### src/rtl/alu_cmd_sequencer_if.sv
`default_nettype none
// alu_cmd_sequencer_if: command and response valid/ready bundle for alu_cmd_sequencer.
// Rev 1.0
interface alu_cmd_sequencer_if #(
   parameter int TAG_W = 2
);
   logic             cmd_valid;
   logic             cmd_ready;
   logic [2:0]       cmd_sel;
   logic [3:0]       cmd_a;
   logic [3:0]       cmd_b;
   logic [TAG_W-1:0] cmd_tag;
   logic             rsp_valid;
   logic             rsp_ready;
   logic [3:0]       rsp_result;
   logic [2:0]       rsp_sel;
   logic [TAG_W-1:0] rsp_tag;

   modport master (
      output cmd_valid, cmd_sel, cmd_a, cmd_b, cmd_tag, rsp_ready,
      input  cmd_ready, rsp_valid, rsp_result, rsp_sel, rsp_tag
   );

   modport slave (
      input  cmd_valid, cmd_sel, cmd_a, cmd_b, cmd_tag, rsp_ready,
      output cmd_ready, rsp_valid, rsp_result, rsp_sel, rsp_tag
   );
endinterface
`default_nettype wire

### src/rtl/alu_cmd_sequencer.sv
`default_nettype none
// alu_cmd_sequencer: buffers tagged commands, issues them to a registered 4-bit ALU under a
// response-credit limit and collects results in command order. Rev 1.0
module alu_cmd_sequencer #(
   parameter int CMD_DEPTH = 4,
   parameter int RSP_DEPTH = 4,
   parameter int TAG_W     = 2
) (
   input  wire logic                     clk,
   input  wire logic                     reset,
   alu_cmd_sequencer_if.slave            bus,
   output logic [3:0]                    alu_a,
   output logic [3:0]                    alu_b,
   output logic [2:0]                    alu_sel,
   input  wire logic [3:0]               alu_result,
   output logic [$clog2(CMD_DEPTH):0]    cmd_count
);
   localparam int CAW = $clog2(CMD_DEPTH);
   localparam int RAW = $clog2(RSP_DEPTH);
   localparam logic [CAW:0]   CMD_ONE    = {{CAW{1'b0}}, 1'b1};
   localparam logic [RAW:0]   RSP_ONE    = {{RAW{1'b0}}, 1'b1};
   localparam logic [RAW+1:0] CREDIT_MAX = (RAW+2)'(RSP_DEPTH);

   typedef struct packed {
      logic [2:0]       sel;
      logic [3:0]       a;
      logic [3:0]       b;
      logic [TAG_W-1:0] tag;
   } cmd_t;

   typedef struct packed {
      logic [3:0]       result;
      logic [2:0]       sel;
      logic [TAG_W-1:0] tag;
   } rsp_t;

   cmd_t             cmd_mem [CMD_DEPTH];
   rsp_t             rsp_mem [RSP_DEPTH];
   logic [CAW:0]     cmd_wp;
   logic [CAW:0]     cmd_rp;
   logic [RAW:0]     rsp_wp;
   logic [RAW:0]     rsp_rp;
   logic             s1_v;
   logic             s2_v;
   logic [TAG_W-1:0] s1_tag;
   logic [TAG_W-1:0] s2_tag;
   logic [2:0]       s1_sel;
   logic [2:0]       s2_sel;

   logic             cmd_full;
   logic             cmd_empty;
   logic             rsp_full;
   logic             rsp_empty;
   logic             push;
   logic             issue;
   logic             capture;
   logic             rsp_pop;
   logic [RAW:0]     rsp_count;
   logic [RAW+1:0]   in_flight;
   cmd_t             cmd_head;
   rsp_t             rsp_head;

   // Extra pointer MSB separates full (MSBs differ) from empty (pointers equal).
   assign cmd_full  = (cmd_wp[CAW] != cmd_rp[CAW]) && (cmd_wp[CAW-1:0] == cmd_rp[CAW-1:0]);
   assign cmd_empty = (cmd_wp == cmd_rp);
   assign cmd_count = cmd_wp - cmd_rp;
   assign cmd_head  = cmd_mem[cmd_rp[CAW-1:0]];

   assign rsp_full  = (rsp_wp[RAW] != rsp_rp[RAW]) && (rsp_wp[RAW-1:0] == rsp_rp[RAW-1:0]);
   assign rsp_empty = (rsp_wp == rsp_rp);
   assign rsp_count = rsp_wp - rsp_rp;
   assign rsp_head  = rsp_mem[rsp_rp[RAW-1:0]];

   assign bus.cmd_ready = reset && !cmd_full;
   assign push          = bus.cmd_valid && bus.cmd_ready;

   // Every issued op owns a response slot until it is popped, so the ALU never overruns us.
   assign in_flight = {{(RAW+1){1'b0}}, s1_v} + {{(RAW+1){1'b0}}, s2_v} + {1'b0, rsp_count};
   assign issue     = !cmd_empty && (in_flight < CREDIT_MAX);
   assign capture   = s2_v;

   assign bus.rsp_valid  = !rsp_empty;
   assign rsp_pop        = bus.rsp_valid && bus.rsp_ready;
   assign bus.rsp_result = rsp_empty ? 4'd0 : rsp_head.result;
   assign bus.rsp_sel    = rsp_empty ? 3'd0 : rsp_head.sel;
   assign bus.rsp_tag    = rsp_empty ? '0   : rsp_head.tag;

   always_ff @(posedge clk or negedge reset) begin
      if (!reset) begin
         cmd_wp  <= '0;
         cmd_rp  <= '0;
         rsp_wp  <= '0;
         rsp_rp  <= '0;
         s1_v    <= 1'b0;
         s2_v    <= 1'b0;
         s1_tag  <= '0;
         s2_tag  <= '0;
         s1_sel  <= 3'd0;
         s2_sel  <= 3'd0;
         alu_a   <= 4'd0;
         alu_b   <= 4'd0;
         alu_sel <= 3'd0;
      end else begin
         if (push) begin
            cmd_wp <= cmd_wp + CMD_ONE;
         end
         s1_v <= issue;
         if (issue) begin
            cmd_rp  <= cmd_rp + CMD_ONE;
            alu_a   <= cmd_head.a;
            alu_b   <= cmd_head.b;
            alu_sel <= cmd_head.sel;
            s1_tag  <= cmd_head.tag;
            s1_sel  <= cmd_head.sel;
         end
         // Stage 2 lines up with the edge on which the ALU registers its Result.
         s2_v   <= s1_v;
         s2_tag <= s1_tag;
         s2_sel <= s1_sel;
         if (capture) begin
            rsp_wp <= rsp_wp + RSP_ONE;
         end
         if (rsp_pop) begin
            rsp_rp <= rsp_rp + RSP_ONE;
         end
      end
   end

   always_ff @(posedge clk) begin
      if (push) begin
         cmd_mem[cmd_wp[CAW-1:0]] <= '{sel: bus.cmd_sel, a: bus.cmd_a, b: bus.cmd_b, tag: bus.cmd_tag};
      end
      if (capture) begin
         rsp_mem[rsp_wp[RAW-1:0]] <= '{result: alu_result, sel: s2_sel, tag: s2_tag};
      end
   end

   a_no_rsp_overflow : assert property (@(posedge clk) disable iff (!reset)
      !(capture && rsp_full && !rsp_pop));

endmodule
`default_nettype wire

### src/flat_wrapper.sv
// flat-port wrapper written by rule: the top's interface ports become plain ports
module alu_cmd_sequencer_flat 
#(
   parameter int CMD_DEPTH = 4,
   parameter int RSP_DEPTH = 4,
   parameter int TAG_W     = 2
)
  (clk, reset, alu_a, alu_b, alu_sel, alu_result, cmd_count, bus_cmd_valid, bus_cmd_sel, bus_cmd_a, bus_cmd_b, bus_cmd_tag, bus_rsp_ready, bus_cmd_ready, bus_rsp_valid, bus_rsp_result, bus_rsp_sel, bus_rsp_tag);
  alu_cmd_sequencer_if #(.TAG_W(TAG_W)) bus_i ();
  input  wire logic clk;
  input  wire logic reset;
  output logic [3:0] alu_a;
  output logic [3:0] alu_b;
  output logic [2:0] alu_sel;
  input  wire logic [3:0] alu_result;
  output logic [$clog2(CMD_DEPTH):0] cmd_count;
  input wire logic [$bits(bus_i.cmd_valid)-1:0] bus_cmd_valid;
  input wire logic [$bits(bus_i.cmd_sel)-1:0] bus_cmd_sel;
  input wire logic [$bits(bus_i.cmd_a)-1:0] bus_cmd_a;
  input wire logic [$bits(bus_i.cmd_b)-1:0] bus_cmd_b;
  input wire logic [$bits(bus_i.cmd_tag)-1:0] bus_cmd_tag;
  input wire logic [$bits(bus_i.rsp_ready)-1:0] bus_rsp_ready;
  output wire logic [$bits(bus_i.cmd_ready)-1:0] bus_cmd_ready;
  output wire logic [$bits(bus_i.rsp_valid)-1:0] bus_rsp_valid;
  output wire logic [$bits(bus_i.rsp_result)-1:0] bus_rsp_result;
  output wire logic [$bits(bus_i.rsp_sel)-1:0] bus_rsp_sel;
  output wire logic [$bits(bus_i.rsp_tag)-1:0] bus_rsp_tag;
  assign bus_i.cmd_valid = bus_cmd_valid;
  assign bus_i.cmd_sel = bus_cmd_sel;
  assign bus_i.cmd_a = bus_cmd_a;
  assign bus_i.cmd_b = bus_cmd_b;
  assign bus_i.cmd_tag = bus_cmd_tag;
  assign bus_i.rsp_ready = bus_rsp_ready;
  assign bus_cmd_ready = bus_i.cmd_ready;
  assign bus_rsp_valid = bus_i.rsp_valid;
  assign bus_rsp_result = bus_i.rsp_result;
  assign bus_rsp_sel = bus_i.rsp_sel;
  assign bus_rsp_tag = bus_i.rsp_tag;
  alu_cmd_sequencer #(.CMD_DEPTH(CMD_DEPTH), .RSP_DEPTH(RSP_DEPTH), .TAG_W(TAG_W)) u_core (.clk(clk), .reset(reset), .bus(bus_i), .alu_a(alu_a), .alu_b(alu_b), .alu_sel(alu_sel), .alu_result(alu_result), .cmd_count(cmd_count));
endmodule
### config.mk
export PLATFORM = sky130hd
export DESIGN_NAME = alu_cmd_sequencer_flat
export DESIGN_NICKNAME = d
export VERILOG_FILES = /design/src/rtl/alu_cmd_sequencer_if.sv /design/src/rtl/alu_cmd_sequencer.sv /design/src/flat_wrapper.sv
export SDC_FILE = /design/constraint.sdc
export NUM_CORES = 1
export LEC_CHECK = 0
export ABC_AREA = 1
export ABC_CLOCK_PERIOD_IN_PS = 7000
export BUFFER_PORTS_ARGS = -buffer_cell sky130_fd_sc_hd__buf_4
export CORE_UTILIZATION = 60
export CTS_BUF_LIST = sky130_fd_sc_hd__clkbuf_2 sky130_fd_sc_hd__clkbuf_4 sky130_fd_sc_hd__clkbuf_8
export CTS_CLUSTER_DIAMETER = 150
export DETAILED_ROUTE_END_ITERATION = 10
export PLACE_DENSITY = 0.8
export REMOVE_ABC_BUFFERS = 1
export SLEW_MARGIN = 20
export SYNTH_ARGS = -nofsm -noshare
export SYNTH_HDL_FRONTEND = slang
export SYNTH_SLANG_ARGS = --single-unit
### constraint.sdc
create_clock -name clk -period 7 [get_ports clk]
set_clock_uncertainty 0.05 [all_clocks]
set_input_delay 0.7 -clock clk [delete_from_list [all_inputs] [get_ports clk]]
set_output_delay 0.7 -clock clk [all_outputs]
set_load 0.02 [all_outputs]
==> impl_results.md <==
* Slowest cell on crit path: a21oi_1
* Largest family of logic cells by synthesized area: simple AND/OR/NAND/NOR gates
* Post-synth EDFFs at 88
* Clk slew on worst S/H paths at 0.08 ns
* Simple-gate share of the synthesized area at 17.4%
* Fmax at 0.280 GHz
* Starting Density at 62.7%
* Max stage delay on crit path at 0.69 ns
* Final Cycle Share at 51.0%
* Gr ovfl total at 0
* Compound-cell area share of the yosys netlist at 3.34%
* Reg2reg setup slack at 3.79 ns
* Slew @ Worst Pin at 0.906 ns
* Yosys reg bits at 120
* Mux cell area share after synthesis at 0%
* CP endpoint: bus_rsp_tag[1]
* Hold-fix buffers at CTS at 0
* CTS HTree Levels at 4
* Area grow syn2layout at 16.1%
* DRT Pass-1 Iters at 6
* Dpl hpwl at 6070 µm
* Synth top area cells: edfxtp_1 (51%), dfrtp_1 (15%), nand2_1 (8.7%), inv_1 (5.6%), ha_1 (3.8%)
* CP required at 6.25 ns
* Worst vdd ir at 0.221 mV
* Wire per inst at 15.2 µm
* Initial antenna violation count at 0
* Slew Viols, Final at 0
* # IOs at 46
* Most common cell on crit path: a21oi_1
* Fill cells at 536
* Placer Congestion at 0.743
* Setup TNS at 0 ns
* Largest net degree at the start of global routing at 34
* CTS sink cnt at 120
* Final Hold Viols at 0
* Power Density at 499 nW/µm²
* Fraction of registers with async set/reset at 26.7%
* Synth Flop Type: edfxtp_1
* Fraction of layout cells with a size suffix above 1 at 15.9%
* N_diodes at 0
* Synth top area share at 50.8%
* PostCTS Resize Cnt at 0
* Commonest non-fill, non-tap cells in the layout: nand2_1 (121), edfxtp_1 (88), inv_1 (78)
* Setup bufs post-CTS at 0
* Cell-by-cell trace of the critical path: inv_1 -> ha_1 -> nand2_1 -> a21oi_1 -> a21oi_1 -> buf_4
* Cts bufs inserted at 17
* IO Port Bufs at 45
* Worst reg2reg path depth at 6
* Mapped Area at 5210 µm²
* Reg-to-Reg End: u_core.cmd_mem[2][2]$_DFFE_PP_
* Final setup violation count at 0
* Die area at 9050 µm²
* Worst setup path startpoint: u_core.rsp_rp[1]$_DFFE_PN0P_
* CP Data Arrival Time at 2.82 ns
* DR vias at 3,497
* Ys Warns at 0
* Status: complete, no violations
* Vias in the first global route at 3,360
* Wirelength, routed at 9930 µm
* Row cnt at 33
* Clk_lat worst skew at 0.42 ns
* Leak at 2.77 nW
* Startpoint Class: register
* Maximum clock insertion buffer count at 2
* Register area share after synthesis at 66.1%
* Die Ht at 95.2 µm
* Reg2reg start: u_core.cmd_rp[1]$_DFFE_PN0P_
* Endpoint class of the critical path: output pin
* Antenna viol nets, final at 0
* Adder-Cell Fraction of Synth Area at 4.61%
* Drt drc at 0
* Die Wd at 95.2 µm
* Type of the worst min-delay path: input port to asynchronous set/reset pin
* Core area at 8300 µm²
* Cells after Synth at 488
* Cell taking the most area after synthesis: edfxtp_1
* WS Path Type: register to output pin
* Vias per cell at 5.36
* CTS tree: yes
* Tmin final at 3.57 ns
* RSZ-0062 raised after global routing: no
* Xor/xnor share of the synthesized area at 1.01%
* Rel. slew slack at 39.6%
* First-pass GRT wire length at 16,000 µm
* Clock Root Buffer: clkbuf_8
* Mean Syn Cell Area at 10.7 µm²
* Hold_ws at 0.156 ns
* CP max FO at 12
* Most common cell after layout, fill and taps aside: nand2_1
* Unique masters post-synth at 24
* 1st-iter DRT viols at 244
* Max-Cap Viols at 0
* Nets@finish at 574
* Total GRT Usage at 24.3%
final cells by class:
| type | instances | area, µm² | share of cell area (%) |
|---|---|---|---|
| multi-input combinational | 270 | 1380 | 22.9 |
| inverter | 80 | 300 | 4.97 |
| clock buffer | 18 | 248 | 4.10 |
| sequential | 120 | 3440 | 56.9 |
| tap | 105 | 131 | 2.17 |
| clock inverter | 14 | 196 | 3.25 |
| timing repair buffer | 46 | 345 | 5.71 |
synthesized netlist by cell type, types with 2 or more instances:
library cell	count
nand2_2	2
inv_1	78
dfrtp_1	32
fa_1	2
buf_2	6
a21oi_1	10
nand4_1	16
o21ai_0	20
nor2_1	41
nand2_1	121
clkbuf_1	9
edfxtp_1	88
nand3_1	32
xor2_1	5
buf_4	2
ha_1	16
worst max-delay path, delay by kind of cell, from the launching register on:
| family | cells | cell delay, ns |
|---|---|---|
| and+or+nand+nor | 1 | 0.05 |
| buffers and inverters | 2 | 0.52 |
| AOI/OAI and AO/OA | 2 | 0.82 |
| DFF | 1 | 0.62 |
| adders and majority gates | 1 | 0.37 |
per-stage QoR:
step,setup slack (ns),cells,utilization (%),power [mW],instance area [µm²]
6_report,3.43,653,72.9,3.02,6050
5_1_grt,3.29,653,72.9,3.23,6050
3_5_place_dp,3.45,621,67.5,2.33,5600
4_1_cts,3.38,653,72.8,3.03,6040
3_3_place_gp,3.56,621,67.4,2.29,5590
2_1_floorplan,4.23,470,-,1.90,5120
report_power, final:
group	switching, mW	internal [mW]
Combinational	0.795	0.430
Sequential	0.137	0.967
Clock	0.287	0.400
Total	1.22	1.80
layer usage:
layer  vias up  global-route usage [%]  part of all wire (%)
li1       1676                       -                     -
met1      1689                    29.4                    41
met2       117                    39.9                    52
met3        15                    6.94                   5.5
met4         0                    12.2                   1.7
met5         -                       0                     0
how the worst min path moves through the flow:
stage / endpoint / slack, ns / depth (start not counted) / start
after floorplan: u_core.s2_tag[0]$_DFF_PN0_ / 0.30 / 0 / u_core.s1_tag[0]$_DFFE_PN0P_
after global placement: u_core.s2_tag[0]$_DFF_PN0_ / 0.31 / 0 / u_core.s1_tag[0]$_DFFE_PN0P_
after detailed placement: u_core.s2_tag[0]$_DFF_PN0_ / 0.31 / 0 / u_core.s1_tag[0]$_DFFE_PN0P_
after CTS: u_core.rsp_rp[0]$_DFFE_PN0P_ / 0.14 / 1 / reset
after global routing: u_core.rsp_rp[1]$_DFFE_PN0P_ / 0.17 / 1 / reset
final: u_core.rsp_rp[0]$_DFFE_PN0P_ / 0.16 / 1 / reset
logic make-up after synthesis:
family / count (synthesis)
flip-flops: 120
AO/OA/AOI/OAI: 32
adder cells (fa/ha/maj): 18
XOR/XNOR: 6
AND/OR/NAND/NOR: 214
buffers and inverters: 98
flip-flops by register name, indices dropped and copies added (netlist names), 4 cells and up:
| register | count |
|---|---|
| u_core.cmd_mem | 52 |
| u_core.rsp_mem | 36 |
| u_core.alu_a | 4 |
| u_core.alu_b | 4 |
(Power assumes the default switching activity.)
